==> config.mk <==
export PLATFORM = sky130hd
export DESIGN_NAME = coord_sequencer
export DESIGN_NICKNAME = d
export VERILOG_FILES = /design/src/rtl/coord_seq_pkg.sv /design/src/rtl/coord_sequencer_pipe.sv /design/src/rtl/coord_sequencer.sv
export SDC_FILE = /design/constraint.sdc
export NUM_CORES = 1
export LEC_CHECK = 0
export ABC_AREA = 1
export BUFFER_PORTS_ARGS = -buffer_cell sky130_fd_sc_hd__buf_2
export CORE_ASPECT_RATIO = 1.2
export CORE_MARGIN = 10
export CORE_UTILIZATION = 45
export CTS_CLUSTER_DIAMETER = 50
export DETAILED_ROUTE_END_ITERATION = 10
export GPL_TIMING_DRIVEN = 0
export PLACE_DENSITY = 0.75
export SLEW_MARGIN = 20
export SYNTH_ARGS = -nofsm -noshare
export SYNTH_HDL_FRONTEND = slang
export SYNTH_HIERARCHICAL = 1
export SYNTH_SLANG_ARGS = --single-unit
==> constraint.sdc <==
create_clock -name clk -period 5.55 [get_ports clk]
set_clock_uncertainty 0.1 [all_clocks]
set_input_delay 1.3875 -clock clk [delete_from_list [all_inputs] [get_ports clk]]
set_output_delay 1.3875 -clock clk [all_outputs]
set_load 0.005 [all_outputs]
==> src/rtl/coord_seq_pkg.sv <==
// coord_seq_pkg: shared definitions for the coordinate sequencer.
//   - state_t: sequencer FSM states
//   - BW_* : bitwidth encodings (lane count selection)
//   - lane_count / lane_active: active-lane helpers used to mask chunk lanes
//   - DEF_* : default values for the block parameters
package coord_seq_pkg;

   localparam int DEF_LANES     = 16;
   localparam int DEF_IDX_W     = 4;
   localparam int DEF_CNT_W     = 8;
   localparam int DEF_COORD_LAT = 1;

   typedef enum logic [2:0] {
      ST_IDLE  = 3'd0,
      ST_CLEAR = 3'd1,
      ST_RUN   = 3'd2,
      ST_DRAIN = 3'd3,
      ST_DONE  = 3'd4
   } state_t;

   localparam logic [1:0] BW_16  = 2'b00;
   localparam logic [1:0] BW_8   = 2'b01;
   localparam logic [1:0] BW_4   = 2'b10;
   localparam logic [1:0] BW_BAD = 2'b11;

   // Number of lanes carrying data for a given bitwidth code.
   function automatic int lane_count(input logic [1:0] bw, input int max_lanes);
      int n;
      case (bw)
         BW_16:   n = max_lanes;
         BW_8:    n = max_lanes / 2;
         BW_4:    n = max_lanes / 4;
         default: n = 0;
      endcase
      return n;
   endfunction

   // True when lane 'lane' carries data for bitwidth code 'bw'.
   function automatic logic lane_active(input logic [1:0] bw, input int lane, input int max_lanes);
      return (lane < lane_count(bw, max_lanes));
   endfunction

endpackage

==> src/rtl/coord_sequencer_pipe.sv <==
// coord_valid_pipe: LAT-deep delay line for the issue strobe.
//   clk, reset_n : clock, asynchronous active-low reset
//   flush        : synchronous clear of every stage (abort)
//   in_valid     : strobe entering the line (cc_issue)
//   out_valid    : in_valid delayed by exactly LAT cycles (LAT >= 1)
//   empty        : no strobe held in any stage
module coord_valid_pipe
   import coord_seq_pkg::*;
#(
   parameter int LAT = DEF_COORD_LAT
) (
   input  logic clk,
   input  logic reset_n,
   input  logic flush,
   input  logic in_valid,
   output logic out_valid,
   output logic empty
);

   logic [LAT-1:0] line;

   always_ff @(posedge clk or negedge reset_n) begin
      if (!reset_n) begin
         line <= '0;
      end else if (flush) begin
         line <= '0;
      end else begin
         line[0] <= in_valid;
         for (int i = 1; i < LAT; i++) begin
            line[i] <= line[i-1];
         end
      end
   end

   assign out_valid = line[LAT-1];
   assign empty     = ~|line;

endmodule

==> src/rtl/coord_sequencer.sv <==
// coord_sequencer: pairs weight/activation index chunks and issues them in
// lockstep to the coordinate unit, grouped into passes (tiles) with a
// one-cycle prefix-state clear before each pass.
//
// Ports:
//   clk, reset_n                 clock, asynchronous active-low reset
//   start, abort                 job start pulse (IDLE only), synchronous abort
//   bitwidth, weight_dim,
//   activation_dim               configuration latched on start
//   chunks_per_tile, num_tiles   job geometry (chunk-pairs per pass, passes)
//   w_valid/w_ready/w_indices    weight chunk stream (lane 0 in LSBs)
//   a_valid/a_ready/a_indices    activation chunk stream
//   cc_*                         registered controls/data to the coordinate unit
//   coord_valid                  cc_issue delayed by COORD_LAT
//   busy, done, cfg_err          status; done/cfg_err are single-cycle pulses
//   dbg_state                    current FSM state
//   stall_cycles, issue_count    only with COORD_SEQ_STALL_COUNT_EN defined:
//                                RUN cycles without transfer, transfers taken
//
// Handshake: a chunk pair transfers only in a cycle where the FSM is in RUN
// and both w_valid and a_valid are high. Each ready is RUN gated by the other
// stream's valid, so neither stream can ever be consumed alone.
module coord_sequencer
   import coord_seq_pkg::*;
#(
   parameter int LANES     = DEF_LANES,
   parameter int IDX_W     = DEF_IDX_W,
   parameter int CNT_W     = DEF_CNT_W,
   parameter int COORD_LAT = DEF_COORD_LAT
) (
   input  logic                   clk,
   input  logic                   reset_n,
   input  logic                   start,
   input  logic                   abort,
   input  logic [1:0]             bitwidth,
   input  logic [3:0]             weight_dim,
   input  logic [8:0]             activation_dim,
   input  logic [CNT_W-1:0]       chunks_per_tile,
   input  logic [CNT_W-1:0]       num_tiles,
   input  logic                   w_valid,
   output logic                   w_ready,
   input  logic [LANES*IDX_W-1:0] w_indices,
   input  logic                   a_valid,
   output logic                   a_ready,
   input  logic [LANES*IDX_W-1:0] a_indices,
   output logic                   cc_clear_n,
   output logic [1:0]             cc_bitwidth,
   output logic [3:0]             cc_weight_dim,
   output logic [8:0]             cc_activation_dim,
   output logic [LANES*IDX_W-1:0] cc_weight_indices,
   output logic [LANES*IDX_W-1:0] cc_activation_indices,
   output logic                   cc_issue,
   output logic                   coord_valid,
   output logic                   busy,
   output logic                   done,
   output logic                   cfg_err,
   output state_t                 dbg_state
`ifdef COORD_SEQ_STALL_COUNT_EN
   ,
   output logic [31:0]            stall_cycles,
   output logic [31:0]            issue_count
`endif
);

   localparam logic [CNT_W-1:0] ONE = CNT_W'(1);

   state_t                 state;
   logic [CNT_W-1:0]       cpt_q;
   logic [CNT_W-1:0]       nt_q;
   logic [CNT_W-1:0]       chunk_cnt;
   logic [CNT_W-1:0]       tile_cnt;
   logic                   transfer;
   logic                   abort_act;
   logic                   pipe_empty;
   logic [LANES*IDX_W-1:0] w_masked;
   logic [LANES*IDX_W-1:0] a_masked;

   assign w_ready   = (state == ST_RUN) && a_valid;
   assign a_ready   = (state == ST_RUN) && w_valid;
   assign transfer  = (state == ST_RUN) && w_valid && a_valid;
   assign abort_act = abort && (state != ST_IDLE);
   assign dbg_state = state;

   // Lanes beyond the active lane count are forced to zero.
   always_comb begin
      w_masked = '0;
      a_masked = '0;
      for (int i = 0; i < LANES; i++) begin
         if (lane_active(cc_bitwidth, i, LANES)) begin
            w_masked[i*IDX_W +: IDX_W] = w_indices[i*IDX_W +: IDX_W];
            a_masked[i*IDX_W +: IDX_W] = a_indices[i*IDX_W +: IDX_W];
         end
      end
   end

   always_ff @(posedge clk or negedge reset_n) begin
      if (!reset_n) begin
         state                 <= ST_IDLE;
         busy                  <= 1'b0;
         done                  <= 1'b0;
         cfg_err               <= 1'b0;
         cc_clear_n            <= 1'b0;
         cc_issue              <= 1'b0;
         cc_bitwidth           <= '0;
         cc_weight_dim         <= '0;
         cc_activation_dim     <= '0;
         cc_weight_indices     <= '0;
         cc_activation_indices <= '0;
         cpt_q                 <= '0;
         nt_q                  <= '0;
         chunk_cnt             <= '0;
         tile_cnt              <= '0;
      end else begin
         done       <= 1'b0;
         cfg_err    <= 1'b0;
         cc_clear_n <= 1'b1;
         cc_issue   <= 1'b0;
         if (abort_act) begin
            // Drop the job; the pulse on cc_clear_n wipes partial prefix state.
            state      <= ST_IDLE;
            busy       <= 1'b0;
            cc_clear_n <= 1'b0;
         end else begin
            case (state)
               ST_IDLE: begin
                  if (start && !abort) begin
                     cc_bitwidth       <= bitwidth;
                     cc_weight_dim     <= weight_dim;
                     cc_activation_dim <= activation_dim;
                     cpt_q             <= chunks_per_tile;
                     nt_q              <= num_tiles;
                     chunk_cnt         <= '0;
                     tile_cnt          <= '0;
                     if (bitwidth == BW_BAD) begin
                        cfg_err <= 1'b1;
                     end else if (chunks_per_tile == '0 || num_tiles == '0) begin
                        state <= ST_DONE;
                        busy  <= 1'b1;
                     end else begin
                        state      <= ST_CLEAR;
                        busy       <= 1'b1;
                        cc_clear_n <= 1'b0;
                     end
                  end
               end
               ST_CLEAR: begin
                  chunk_cnt <= '0;
                  state     <= ST_RUN;
               end
               ST_RUN: begin
                  if (transfer) begin
                     cc_issue              <= 1'b1;
                     cc_weight_indices     <= w_masked;
                     cc_activation_indices <= a_masked;
                     chunk_cnt             <= chunk_cnt + ONE;
                     if (chunk_cnt == cpt_q - ONE) begin
                        state <= ST_DRAIN;
                     end
                  end
               end
               ST_DRAIN: begin
                  // The last issue is still on cc_issue or inside the delay line
                  // until both are clear.
                  if (!cc_issue && pipe_empty) begin
                     tile_cnt <= tile_cnt + ONE;
                     if (tile_cnt == nt_q - ONE) begin
                        state <= ST_DONE;
                     end else begin
                        state      <= ST_CLEAR;
                        cc_clear_n <= 1'b0;
                     end
                  end
               end
               ST_DONE: begin
                  done  <= 1'b1;
                  busy  <= 1'b0;
                  state <= ST_IDLE;
               end
               default: begin
                  state <= ST_IDLE;
                  busy  <= 1'b0;
               end
            endcase
         end
      end
   end

   coord_valid_pipe #(
      .LAT(COORD_LAT)
   ) u_valid_pipe (
      .clk      (clk),
      .reset_n  (reset_n),
      .flush    (abort_act),
      .in_valid (cc_issue),
      .out_valid(coord_valid),
      .empty    (pipe_empty)
   );

`ifdef COORD_SEQ_STALL_COUNT_EN
   always_ff @(posedge clk or negedge reset_n) begin
      if (!reset_n) begin
         stall_cycles <= '0;
         issue_count  <= '0;
      end else if (state == ST_IDLE && start && !abort) begin
         stall_cycles <= '0;
         issue_count  <= '0;
      end else if (state == ST_RUN && !abort) begin
         if (transfer) begin
            issue_count <= issue_count + 32'd1;
         end else begin
            stall_cycles <= stall_cycles + 32'd1;
         end
      end
   end
`endif

endmodule
# --- Yosys cells after proc, flatten, opt, wreduce, memory -nomap -nowiden ---
# Index checks and enable logic that the tools add are counted.
classes:
  order_cmp: 16
  add_sub_neg: 4
  reduce_logical: 24
  n_bitwise: 1
  eq_ne: 18
  n_mux: 68
op_table:
  columns: ["operator", "n"]
  rows:
  - ["less-than comparator 5 x 32 -> 1 bit (first input constant)", 8]
  - ["less-than comparator 4 x 32 -> 1 bit (first input constant)", 4]
  - ["two-way mux 4 bit", 32]
  - ["less-than comparator 3 x 32 -> 1 bit (first input constant)", 2]
  - ["less-than comparator 1 x 32 -> 1 bit (first input constant)", 1]
  - ["less-than comparator 2 x 32 -> 1 bit (first input constant)", 1]
  - ["two-way mux 3 bit", 8]
  - ["two-way mux 8 bit", 3]
  - ["one-hot mux 8 bit (3 select lines)", 1]
  - ["two-way mux 1 bit", 19]
  - ["adder 8 x 1 -> 8 bit (second input constant)", 2]
  - ["equality test 8 bit", 2]
  - ["logical NOT 8 bit", 2]
  - ["one-hot mux 8 bit (2 select lines)", 1]
  - ["subtractor 8 x 1 -> 8 bit (second input constant)", 2]
  - ["one-hot mux 5 bit (3 select lines)", 1]
  - ["inequality test 3 bit (second input constant)", 4]
  - ["one-hot mux 3 bit (4 select lines)", 1]
  - ["AND reduction 3 bit", 3]
  - ["AND reduction 4 bit", 2]
  - ["equality test 3 x 2 -> 1 bit (second input constant)", 2]
  - ["logical AND 1 bit", 6]
  - ["inequality test 2 bit (second input constant)", 3]
  - ["nonzero test 3 bit", 2]
  - ["other kinds (15)", 19]
word_totals:
  register_bits: 184
  word_cells: 147
  input_bits: 165
  out_inout_bits: 154

# --- Logic depth before layout (Yosys ltp) ---
# Gate-level depths: netlist of the first run.
depth:
  depth_word: 7
  mapped_depth: 15
  depth_no_buf: 15

# --- Cells and area by module ---
# Netlist of the first run, hierarchy kept.
by_module_without_submodules:
  columns: ["mod", "area_per_inst_um2", "instances", "cells_per_inst"]
  rows:
  - ["coord_sequencer", 8167.8, 1, 982]
  - ["coord_valid_pipe", 38.8, 1, 4]

# --- Worst setup path after synthesis of the first run ---
# No wires, ideal clock.
synth_path:
  kind: "input port to output port"
  startpoint: "in w_valid"
  endpoint: "out a_ready"
  path_slack_ns: 2.503
  stages: 2
  arrival_time_ns: 1.560
  path_cell_list: "inv_1 -> nor2_1"
synth_between:
  elab_chain_len: 1
synth_lines:
  columns: ["item", "line", "text"]
  rows:
  - ["start: declaration", "coord_sequencer.sv:40", "input logic w_valid,"]
  - ["logical AND 1 bit", "coord_sequencer.sv:79", "assign a_ready = (state == ST_RUN) && w_valid;"]
  - ["end: declaration", "coord_sequencer.sv:44", "output logic a_ready,"]
# No other way between the ends.

# --- Final worst setup path of the first run ---
# Same ends and word-level chain as after synthesis.

==> impl.org, run 1 <==
** STA
- Final number of setup-violating endpoints :: 0
- Final worst path period need :: 3.28 ns
- Final count of pins violating max slew :: 0
- Max frequency :: 305 MHz
- Period utilization :: 0.590
- Least-Margin Pin Slew :: 0.904 ns
- Setup repair after global routing left no endpoint under its margin.
- After routing, the total negative slack on setup checks comes to 0 ns.
- Hold is met by 0.372 ns.
- Headroom to the max-slew limit came out at 0.395.
- The count of final hold-check violations came to 0.

** Power
- Cell internal power dissipation :: 3.31 mW
- Maximum ir drop on the vdd rail :: 0.224 mV
- For this design the total switching power over the nets is 2.23 mW.
- Net switching fraction of the power :: 0.402
- For this design the ratio of total power to cell area is 518 nW/µm².
- The analysis attributes to cell leakage a power of 6.28 nW.
- The share of total power dissipated in the clock network is 0.211.
- The share of total power dissipated in sequential elements is 0.390.
- The share of total power dissipated in combinational logic is 0.398.

** Synthesis
- During synthesis, Yosys emitted a total of 6 warnings.
- Sorting the synthesized cells by area gives the leading types as dfrtp_1, nand2_1, nand3_1.
- When the netlist entered floorplanning its net count stood at 1155.
- Syn Std Cell Area :: 8210 µm²
- The synthesized design spends more area on one cell type than any other, namely dfrtp_1.
- Averaged over all synthesized cells, the footprint is 8.32 µm².
- Number of flops mapped to enable cells by yosys :: 0
- The synthesized netlist contains 32 unique library cells.
- Among all flip-flop cells after synthesis, the most frequent one is dfrtp_1.
- Syn Inst Count :: 986
- Of the post-synthesis cell area, the dominant cell type holds 0.561.
- Proportion of synthesized chip area in sequential cells :: 0.561
- After synthesis, the share of flip-flops with an asynchronous set or reset is 1.00.
- Flip-flop and latch count after synthesis :: 184

** Worst hold path
- Along the worst hold path, the cell count comes to 2.
- The min-delay analysis places its worst path in the category reg -> reg.

** Place
- HPWL after detailed placement :: 21200 µm
- After detailed placement, the total cell area comes to 10100 µm².
- Number of I/O port buffers :: 318
- The congestion estimate from routability-driven global placement came to 0.888.

** Critical path
- Worst Setup End Kind :: output port
- Across all register-to-register paths, the minimum setup slack is 3.25 ns.
- Kind of start point of the critical path :: input port
- STA puts the critical path data required time at 4.06 ns.
- Kind of critical path :: in -> out
- Data arrival time at the worst-slack endpoint :: 1.79 ns
- CP max FO :: 2
- Measured in cells, the most critical reg-to-reg path has a length of 10.

** Global route
- Vias in the first global route :: 7737
- Met1 track demand over resource :: 0.256
- For this run, the total global-route usage over all layers was measured as 0.220.
- In the global route stage, met2 resource usage came out at 0.370.
- The first global-routing pass estimated 42000 µm of wire.
- Initial antenna violation count :: 6
- The global routing stage identified its most utilized layer as met2.
- Global routing usage on met3 :: 0.0667
- Residual overflow from global routing :: 0
- Entering global routing, the biggest net connects 101 pins.

** Clocking
- Hold-fix buffer count after cts :: 0
- After clock tree synthesis, the clock-pin slew on the worst setup and hold paths is 0.07 ns.
- The number of clock buffers added by TritonCTS is 17.
- Clk Tree Root Cell :: clkbuf_16
- The clock tree synthesis step divided the H-tree into 4 levels.
- For the worst-skew pair, the clock arrives at the later sink with an insertion delay of 0.44 ns.
- CTS tree :: done
- Post-cts resize count :: 0
- Post CTS Setup Buffer Count :: 0
- Deepest clock path buffer count :: 2
- The clock drives 184 sinks.

** Cells and area
- Layout area overhead :: 30.3%
- The final layout contains 1493 nets.
- Post-route cell area :: 10700 µm²
- Filler cells :: 1643
- Fraction of final layout cells sized beyond drive strength 1 :: 0.298
- Utilization after layout :: 0.593

** Drt
- Vias per Instance :: 5.00
- Dividing the detail-routed wire length by the instance count gives 17.3 µm.
- The first TritonRoute pass finished after 5 iterations.
- Across all layers, the routed design uses 7833 vias.
- In the routed design, unresolved DRC markers number 0.
- Detailed-route wire length :: 27100 µm
- The count of nets left with antenna violations once routing finished came out at 0.
- The first routing iteration left 502 violations.

** Job
- Max_cap viols :: 0

** Floorplan
- Num ports :: 319
- The die is 168 µm tall.
- The floorplan step defined a die boundary enclosing 24100 µm².
- After floorplanning, the core was sized to cover 18000 µm².
- Measured along the x axis, the die boundary spans 143 µm.
- Starting utilization of the core area :: 0.455
- In this run the core area contains 54 standard-cell rows.

** Outcome
- The flow ran to the end, and the final reports show no timing, DRC or antenna violations.
==> cells in the final DEF (no fill, tap or decap), types with 4 or more instances in the layout <==
cell type,instances
nand2_1,401
buf_2,331
dfrtp_1,184
nand3_1,153
inv_1,57
nor2_1,43
o21ai_0,28
clkbuf_16,17
clkbuf_1,16
nor3_1,12
xor2_1,10
buf_6,8
buf_4,8
a21oi_1,7
diode_2,6
nor4_1,6
inv_2,4
nand2_2,4
xnor2_1,4
ha_1,4
inv_6,4
clkinvlp_4,4
==> cell type report <==
type                       count  area (µm²)  share of cell area
antenna                        6        15.0             0.00140
buffer                        48         288              0.0269
clock buffer                  17         425              0.0398
clock inverter                15         138              0.0129
inverter                      61         229              0.0214
multi-input combinational    693        3090               0.289
sequential                   184        4600               0.431
tap                          224         280              0.0262
timing repair buffer         319        1630               0.152
==> per-layer routing <==
metal  up-vias  share of wire
met1      3649           0.39
met5         -              0
met4         0          0.031
li1       3833              -
met2       306           0.49
met3        45          0.087
==> cells by family after synthesis <==
family          after synthesis  share of synthesized area
xor+xnor                     14                     0.0149
flops                       184                      0.561
simple gates                634                      0.327
buf+inv                     109                     0.0630
fa+ha+maj                     4                    0.00610
compound gates               41                     0.0276
==> final timing paths <==
path | startpoint | endpoint
setup / recovery | w_valid | a_ready
hold / removal | cc_activation_dim[4] | cc_activation_dim[4]
setup reg to reg | dbg_state[1] | cc_weight_indices[53]
hold reg to reg | cc_activation_dim[4] | cc_activation_dim[4]
max in group asynchronous | reset_n | cc_weight_indices[18]
min in group asynchronous | reset_n | cc_weight_indices[33]
==> worst max-delay path, stage by stage <==
cell and delay (ns):
buf_2 0.09, inv_1 0.12, nor2_1 0.06, buf_2 0.12
==> registers in the layout (all words and copies together), names as in the netlist, 2 cells and up <==
name and count:
cpt_q 8, dbg_state 3, nt_q 8, chunk_cnt 8
tile_cnt 8, cc_activation_dim 9, cc_weight_indices 64, cc_bitwidth 2
cc_weight_dim 4, cc_activation_indices 64
==> Yosys cell counts (4+ instances only) <==
library cell	number
nand2_1	401
dfrtp_1	184
nand3_1	153
inv_1	57
nor2_1	43
o21ai_0	28
clkbuf_1	16
buf_2	14
nor3_1	12
xor2_1	10
buf_4	8
buf_6	8
a21oi_1	7
nor4_1	6
ha_1	4
inv_2	4
nand2_2	4
xnor2_1	4
==> stage by stage <==
stage / worst slack [ns] / power, mW / std cells
2_1_floorplan: 2.50 / 3.39 / 986
3_3_place_gp: -0.0174 / 4.35 / 1528
3_5_place_dp: 2.26 / 4.41 / 1529
4_1_cts: 2.26 / 5.59 / 1561
5_1_grt: 2.24 / 5.96 / 1564
6_report: 2.27 / 5.54 / 1567
==> power by group through the flow <==
stage	clock network [mW]	logic, mW	registers [mW]
final	1.17	2.21	2.16
after global placement	0	2.19	2.16
after CTS	1.19	2.24	2.15
after detailed placement	0	2.23	2.18
after floorplan	0	1.18	2.21
after global routing	1.24	2.50	2.22
Power figures use the tool's default switching activity.
==> run 2: changes to the inputs <==
--- a/config.mk
+++ b/config.mk
@@ -5,7 +5,7 @@
 export SDC_FILE = /design/constraint.sdc
 export NUM_CORES = 1
 export LEC_CHECK = 0
-export ABC_AREA = 1
+export ABC_AREA = 0
 export BUFFER_PORTS_ARGS = -buffer_cell sky130_fd_sc_hd__buf_2
 export CORE_ASPECT_RATIO = 1.2
 export CORE_MARGIN = 10
==> constraint.sdc (replaced) <==
create_clock -name clk -period 3.2 [get_ports clk]
set_clock_uncertainty 0.1 [all_clocks]
set_input_delay 0.8 -clock clk [delete_from_list [all_inputs] [get_ports clk]]
set_output_delay 0.8 -clock clk [all_outputs]
set_load 0.005 [all_outputs]
==> impl.org, run 2 <==
** Outcome
- Outcome :: finished clean

** Power
- Power density over the cells :: 829 nW/µm²
- VDD sags by at most 0.400 mV.
- Summed over all cells, the static leakage comes to 5.99 nW.

** Drt
- For this run, design rule violations remaining after detail routing come to 0.
- Wires add up to 26400 µm.
- Overall via count from detail_route :: 7329
- For this block, the initial DRC count from the detailed router was 390.
- Antenna violation net count after detailed routing :: 0
- Dividing the detail-routed wire length by the instance count gives 18.2 µm.
- The pre-antenna-repair detailed-routing pass consisted of 6 iterations.
- In the routed layout, each cell is associated on average with a via count of 5.04.

** Place
- Number of I/O port buffers :: 318
- Post-placement setup slack :: 0.731 ns
- Post-placement cell count :: 1420
- Instance area at placement :: 9930 µm²
- Routability-driven placement congestion ratio :: 0.912
- The HPWL after detailed placement is 20700 µm.

** Critical path
- Worst setup startpoint :: dbg_state[0]
- The worst setup path is captured at an output port.
- The startpoint identified for the worst register-to-register timing path is nt_q[0].
- CP bufs+invs :: 2
- STA puts the critical path data required time at 2.30 ns.
- Cell mode on critical path :: buf_2
- Cells traversed along the worst timing path :: buf_2, nor3b_4, and2_1, buf_2
- Crit path max-delay family :: simple AND/OR/NAND/NOR gates
- On the worst path, the slowest cell contributes a delay of 0.38 ns.
- Kind of start point of the critical path :: flip-flop
- Along the worst path, the maximum fanout reaches 9.
- Slowest cell on the critical path :: dfrtp_1
- Data arrival time at the worst-slack endpoint :: 1.52 ns
- The worst setup path is of the reg -> out kind.

** Synthesis
- Proportion of synthesized chip area in sequential cells :: 0.575
- Share of flip-flops with an asynchronous set or reset :: 1.00
- The synthesized design contains 0 enable-type register cells.
- Top-area cell type share of the netlist area :: 0.575
- The synthesized design contains 184 register bits.
- In this run the cell area of the synthesized design comes to 8000 µm².
- For this run, the number of Yosys warnings is 6.
- Among all flip-flop cells after synthesis, the most frequent one is dfrtp_1.
- Number of different library cells in the post-synthesis netlist :: 58
- Sorting the synthesized cells by area gives the leading types as dfrtp_1, nand2_1, nand3_1.
- Synthesis handed over a netlist of 880 instances.
- Ranking of synthesized cells by instance count :: nand2_1, dfrtp_1, nand3_1
- nand2_1 is the most common cell in the netlist.
- Synthesis produced a netlist with a net count of 1049.
- Library cell with the largest summed area after synthesis :: dfrtp_1
- Avg Cell Area, Syn :: 9.09 µm²

** Global route
- Wire length of the first global-routing pass :: 41400 µm
- Largest net degree at the start of global routing :: 75
- Total global routing track utilization :: 0.221
- Global routing finished with a remaining overflow of 0.
- The initial antenna violation count came to 2.
- Vias in the first global route :: 7337

** Cells and area
- The area growth from synthesis to layout is 31.7%.
- After the last flow step, the layout net total stands at 1388.
- Biggest regs :: cc_activation_indices: 64 flops, cc_weight_indices: 64 flops, cc_activation_dim: 9 flops
- Post-route cell area :: 10500 µm²
- Commonest cells after routing, fill and taps aside :: nand2_1, buf_2, dfrtp_1
- Filler cells :: 1562
- Leaving out fill and tap cells, the most frequent cell in the layout is nand2_1.
- Post-route non-filler standard cell count :: 1454
- Of the cells placed in the final design, the portion with a size suffix greater than 1 is 0.307.

** STA
- Period utilization :: 0.756
- For this run, the top clock speed supported by timing is 413 MHz.
- Worst hold margin :: 0.162 ns
- Setup violations remaining at the end of the flow were counted as 0.
- The count of final hold-check violations came to 0.
- Sum of negative setup slack :: 0 ns
- The worst pin sits at a relative slew slack of 0.501.
- Final worst path period need :: 2.42 ns
- The max-slew violation total from the final report was 0.
- Setup repair after global routing left no endpoint under its margin.
- At the pin with the least slew margin, the transition time is 0.746 ns.
- Across all setup checks in the final design, the least slack found is 0.779 ns.

** Worst hold path
- Min-Delay Path Class :: in -> async

** Clocking
- The H-tree generated during clock tree synthesis spans 4 levels.
- The tree built by TritonCTS fans out to 184 sinks.
- Clock-pin slew was measured on the worst setup and hold paths at 0.07 ns.
- CTS tree :: done
- Post-cts resize count :: 0
- Deepest clock path buffer count :: 2
- Hold-fix buffer count after cts :: 0
- Clk Tree Root Cell :: clkbuf_16
- Post CTS Setup Buffer Count :: 0
- For the worst-skew pair, the clock arrives at the later sink with an insertion delay of 0.42 ns.
- TritonCTS created 17 clock buffers.

** Floorplan
- Row generation in the floorplan step produced 53 rows.
- Die width :: 142 µm
- For this configuration, the core starts out at a cell density of 0.457.
- Floorplan Core Area :: 17500 µm²
- The die is 166 µm tall.
- Num ports :: 319
- Die ar. :: 23500 µm²

** Job
- Max_cap viols :: 0
==> run 2: cell types whose count changed after synthesis, sizes merged, moves of 5 or more <==
cell and change:
nor2 -20, xnor2 +14, nor3 -8, xor2 +5, nand3b +32, nand2 -46, inv -52, buf -14
o21ai -19, clkbuf +15, nand3 -50
==> run 2: through the flow <==
step	total power, mW	util
after floorplan	5.12	-
after global placement	6.53	0.564
after detailed placement	6.65	0.567
after CTS	8.83	0.602
after global routing	9.37	0.602
final	8.73	0.602
==> run 2: final timing paths <==
| kind | end | slack, ns | depth (start not counted) |
|---|---|---|---|
| worst min register to register | cc_activation_indices[61] | 0.36 | 2 |
| worst max-delay path | a_ready | 0.78 | 4 |
| min in group clk | cc_activation_indices[61] | 0.36 | 2 |
| worst min-delay path | cc_activation_indices[42] | 0.16 | 1 |
| worst max register to register | dbg_state[2] | 0.93 | 8 |
| max in group asynchronous | cc_clear_n | 1.80 | 3 |
==> run 2: logic make-up (layout without fill, tap and decap cells) <==
group                    count (synthesis)  in the layout  share of synthesized area
adder cells (fa/ha/maj)                  4              4                    0.00626
AO/OA/AOI/OAI                           34             34                     0.0288
AND/OR/NAND/NOR                        566            566                      0.319
flip-flops                             184            184                      0.575
buffers and inverters                   58            410                     0.0335
multiplexers                             1              1                    0.00141
XOR/XNOR                                33             33                     0.0361
other                                    0              2                          0
==> run 2: area by class of cell <==
type                       instances  area (µm²)  area share
antenna                            2        5.00    0.000475
buffer                            49         234      0.0222
clock buffer                      20         437      0.0414
clock inverter                    12         163      0.0154
inverter                           9        33.8     0.00321
multi-input combinational        638        3130       0.297
sequential                       184        4600       0.437
tap                              220         275      0.0261
timing repair buffer             320        1660       0.157
==> run 2: report_power, final <==
part | internal [mW] | leakage [nW] | switching (mW)
clock | 1.24 | 0.286 | 0.929
combinational | 1.21 | 3.29 | 1.68
sequential | 3.14 | 2.41 | 0.527
total | 5.60 | 5.99 | 3.13
==> run 2: layer usage <==
layer,wire [µm],GRT usage,up-vias,part of all wire
met1,10400,0.267,3446,0.39
met4,640,0.0806,0,0.024
met3,2210,0.0664,40,0.084
li1,-,-,3560,-
met5,0,0,-,0
met2,13100,0.362,283,0.50
==> run 3: changes to the inputs <==
--- a/config.mk
+++ b/config.mk
@@ -5,15 +5,15 @@
 export SDC_FILE = /design/constraint.sdc
 export NUM_CORES = 1
 export LEC_CHECK = 0
-export ABC_AREA = 0
+export ABC_AREA = 1
 export BUFFER_PORTS_ARGS = -buffer_cell sky130_fd_sc_hd__buf_2
 export CORE_ASPECT_RATIO = 1.2
 export CORE_MARGIN = 10
-export CORE_UTILIZATION = 45
+export CORE_UTILIZATION = 44
 export CTS_CLUSTER_DIAMETER = 50
 export DETAILED_ROUTE_END_ITERATION = 10
 export GPL_TIMING_DRIVEN = 0
-export PLACE_DENSITY = 0.75
+export PLACE_DENSITY = 0.76
 export SLEW_MARGIN = 20
 export SYNTH_ARGS = -nofsm -noshare
 export SYNTH_HDL_FRONTEND = slang
==> constraint.sdc (replaced) <==
create_clock -name clk -period 1.9 [get_ports clk]
set_clock_uncertainty 0.1 [all_clocks]
set_input_delay 0.475 -clock clk [delete_from_list [all_inputs] [get_ports clk]]
set_output_delay 0.475 -clock clk [all_outputs]
set_load 0.005 [all_outputs]
==> impl.org, run 3 (same netlist as run 1, synthesis figures left out) <==
** Power
- Final Power :: 17.7 mW
- In this run the power density over the cells is 1550 nW/µm².
- Net switching fraction of the power :: 0.393
- Leak :: 6.59 nW
- Cell internal power dissipation :: 10.7 mW
- Of the total power, combinational logic draws 0.431.
- Sequential share of power :: 0.359
- Of the total power, the clock network draws 0.210.
- P_sw :: 6.95 mW
- Maximum ir drop on the vdd rail :: 0.718 mV

** Floorplan
- Row generation in the floorplan step produced 54 rows.
- The die covers 24500 µm².
- For this design the top-level I/O count stands at 319.
- Floorplan Core Area :: 18200 µm²
- Die width :: 145 µm
- The die is 170 µm tall.
- Starting utilization of the core area :: 0.450

** Global route
- For this run, the total global-route usage over all layers was measured as 0.221.
- Largest net degree at the start of global routing :: 100
- Residual overflow from global routing :: 0
- Wire length of the first global-routing pass :: 42700 µm
- Initial antenna violation count :: 5
- Vias in the first global route :: 8094

** Critical path
- The worst register-to-register path has a setup slack of -0.07 ns.
- Worst R2R End :: cc_activation_indices[62]
- Logic depth of the worst register-to-register path :: 10
- Of all nets on the critical path, the largest fanout is 5.
- In this run the worst setup path begins at dbg_state[2].
- Endpoint required time on the critical path :: 1.32 ns
- STA classifies the critical path endpoint as an output port.
- The worst setup path is launched from a flip-flop.
- The startpoint identified for the worst register-to-register timing path is dbg_state[2].
- STA puts the critical path data arrival time at 1.44 ns.
- The worst setup path is of the reg -> out kind.

** Clocking
- The longest clock path from root to sink contains 2 buffers.
- The H-tree was split into 4 levels.
- CTS Sinks :: 184
- CTS Buf Count :: 17
- CTS tree :: done
- Clk Tree Root Cell :: clkbuf_16
- Clock Pin Slew Worst Setup and Hold Paths :: 0.07 ns
- Insertion delay of the later-clocked pin in the worst-skew pair :: 0.43 ns

** Cells and area
- The net count of the finished layout is 1526.
- Commonest cells after routing, fill and taps aside :: nand2_1, buf_2, dfrtp_1
- Layout area overhead :: 38.9%
- Measured on the finished design, the core utilization comes to 0.625.
- Filler cells :: 1530
- Commonest non-fill, non-tap cell in the layout :: nand2_1
- The multi-input combinational cells in the finished layout cover a total of 3220 µm².
- In the final layout, the registers with the most flip-flops are cc_activation_indices: 64 flops, cc_weight_indices: 64 flops, cc_activation_dim: 9 flops.
- Fraction of final layout cells sized beyond drive strength 1 :: 0.341
- Area taken by flip-flops and latches :: 4610 µm²

** Drt
- After detailed routing, the number of remaining DRC violations is 0.
- The count of nets left with antenna violations once routing finished came out at 0.
- Vias per Instance :: 5.07
- Initial DRC Count :: 496
- Overall via count from detail_route :: 8102
- After detailed routing, the total wire length is 28600 µm.
- WL per Instance :: 17.9 µm
- The first TritonRoute pass finished after 5 iterations.

** STA
- Final number of setup-violating endpoints :: 84
- Final worst path period need :: 2.01 ns
- For the pin with the worst max-slew slack, the measured transition is 0.681 ns.
- For this run, the top clock speed supported by timing is 496 MHz.
- The max-slew violation total from the final report is 0.
- The count of final hold-check violations is 0.
- In the post-route analysis, the smallest setup slack over all paths is -0.114 ns.
- Max-slew headroom :: 0.546
- RSZ-0062 raised after global routing :: true
- In the finished design, the share of the clock period the worst path needs comes to 1.06.

** Worst hold path
- Hold Crit Endpoint :: cc_weight_dim[2]
- The startpoint identified for the worst hold timing path is weight_dim[2].
- Along the worst hold path, the cell count comes to 3.
- The worst hold path belongs to the class in -> reg.

** Outcome
- Outcome :: finished with violations
- The final reports fail on negative setup slack.

** Job
- Max_cap viols :: 0

** Place
- The congestion estimate from routability-driven global placement came to 0.838.
- During placement, the flow inserted port buffers numbering 318.
- After legalization and detailed placement, the total HPWL measured 21300 µm.
[run 3: cell types whose count changed in the layout (fill, tap and decap cells not counted), moves of 18 or more]
cell	before	now
clkbuf_1	34	13
o21ai_0	8	26
nand3_1	102	150
nand2_1	359	395
nand3b_1	32	0
buf_4	9	28
inv_1	8	53
[run 3: how the worst max path moves through the flow]
| stage | slack [ns] | depth (start not counted) | end |
|---|---|---|---|
| global route | -0.18 | 10 | cc_weight_indices[61] |
| CTS | -0.11 | 5 | w_ready |
| finish | -0.11 | 5 | a_ready |
| global placement | -2.76 | 1 | cc_weight_indices[53] |
| detailed placement | -0.48 | 4 | cc_weight_indices[49] |
| floorplan | 0.12 | 11 | dbg_state[1] |
[run 3: final cells by class]
type,count,area share
Clock buffer,18,0.0385
Buffer,48,0.0414
Sequential cell,184,0.405
Clock inverter,14,0.0157
Antenna cell,3,0.000659
Tap cell,224,0.0246
Timing Repair Buffer,352,0.171
Multi-Input combinational cell,693,0.283
Inverter,61,0.0210
[run 3: worst max-delay path: stages (launching register included)]
cell,delay [ns]
dfrtp_2,0.45
nor2_4,0.15
nand2_4,0.09
buf_12,0.14
nor2_2,0.07
buf_2,0.11
[run 3: power by group through the flow]
stage	registers, mW	logic (mW)	clock network [mW]
final	6.35	7.62	3.72
after global routing	6.56	8.46	3.93
after CTS	6.32	7.00	3.77
after detailed placement	6.37	6.55	0
after global placement	6.32	6.42	0
after floorplan	6.46	3.44	0
[run 3: through the flow]
step | TNS (ns) | area [µm²] | hold slack, ns | setup slack (ns) | std cells
3_5_place_dp | -30.91 | 10100 | 0.356 | -0.476 | 1529
5_1_grt | -16.48 | 11400 | 0.135 | -0.184 | 1597
4_1_cts | -7.38 | 11000 | 0.124 | -0.111 | 1577
3_3_place_gp | -534.34 | 10100 | 0.351 | -2.76 | 1528
2_1_floorplan | 0 | 8210 | 0.0794 | 0.119 | 986
6_report | -2.87 | 11400 | 0.137 | -0.114 | 1597
[run 3: repair_timing]
action,4_1_cts,5_1_grt
resized for setup,36,73
hold buffers,1,0
buffers inserted,15,14
hold endpoints to repair,85,0
endpoints found under the setup margin,163,169
pin swaps,4,12
cloned,0,3
[run 3: routing by layer]
layer,vias to the layer above,part of all wire,global-route usage
met4,4,0.032,0.0863
li1,3891,-,-
met3,60,0.076,0.0552
met5,-,0.00091,0
met2,328,0.50,0.382
met1,3819,0.39,0.255
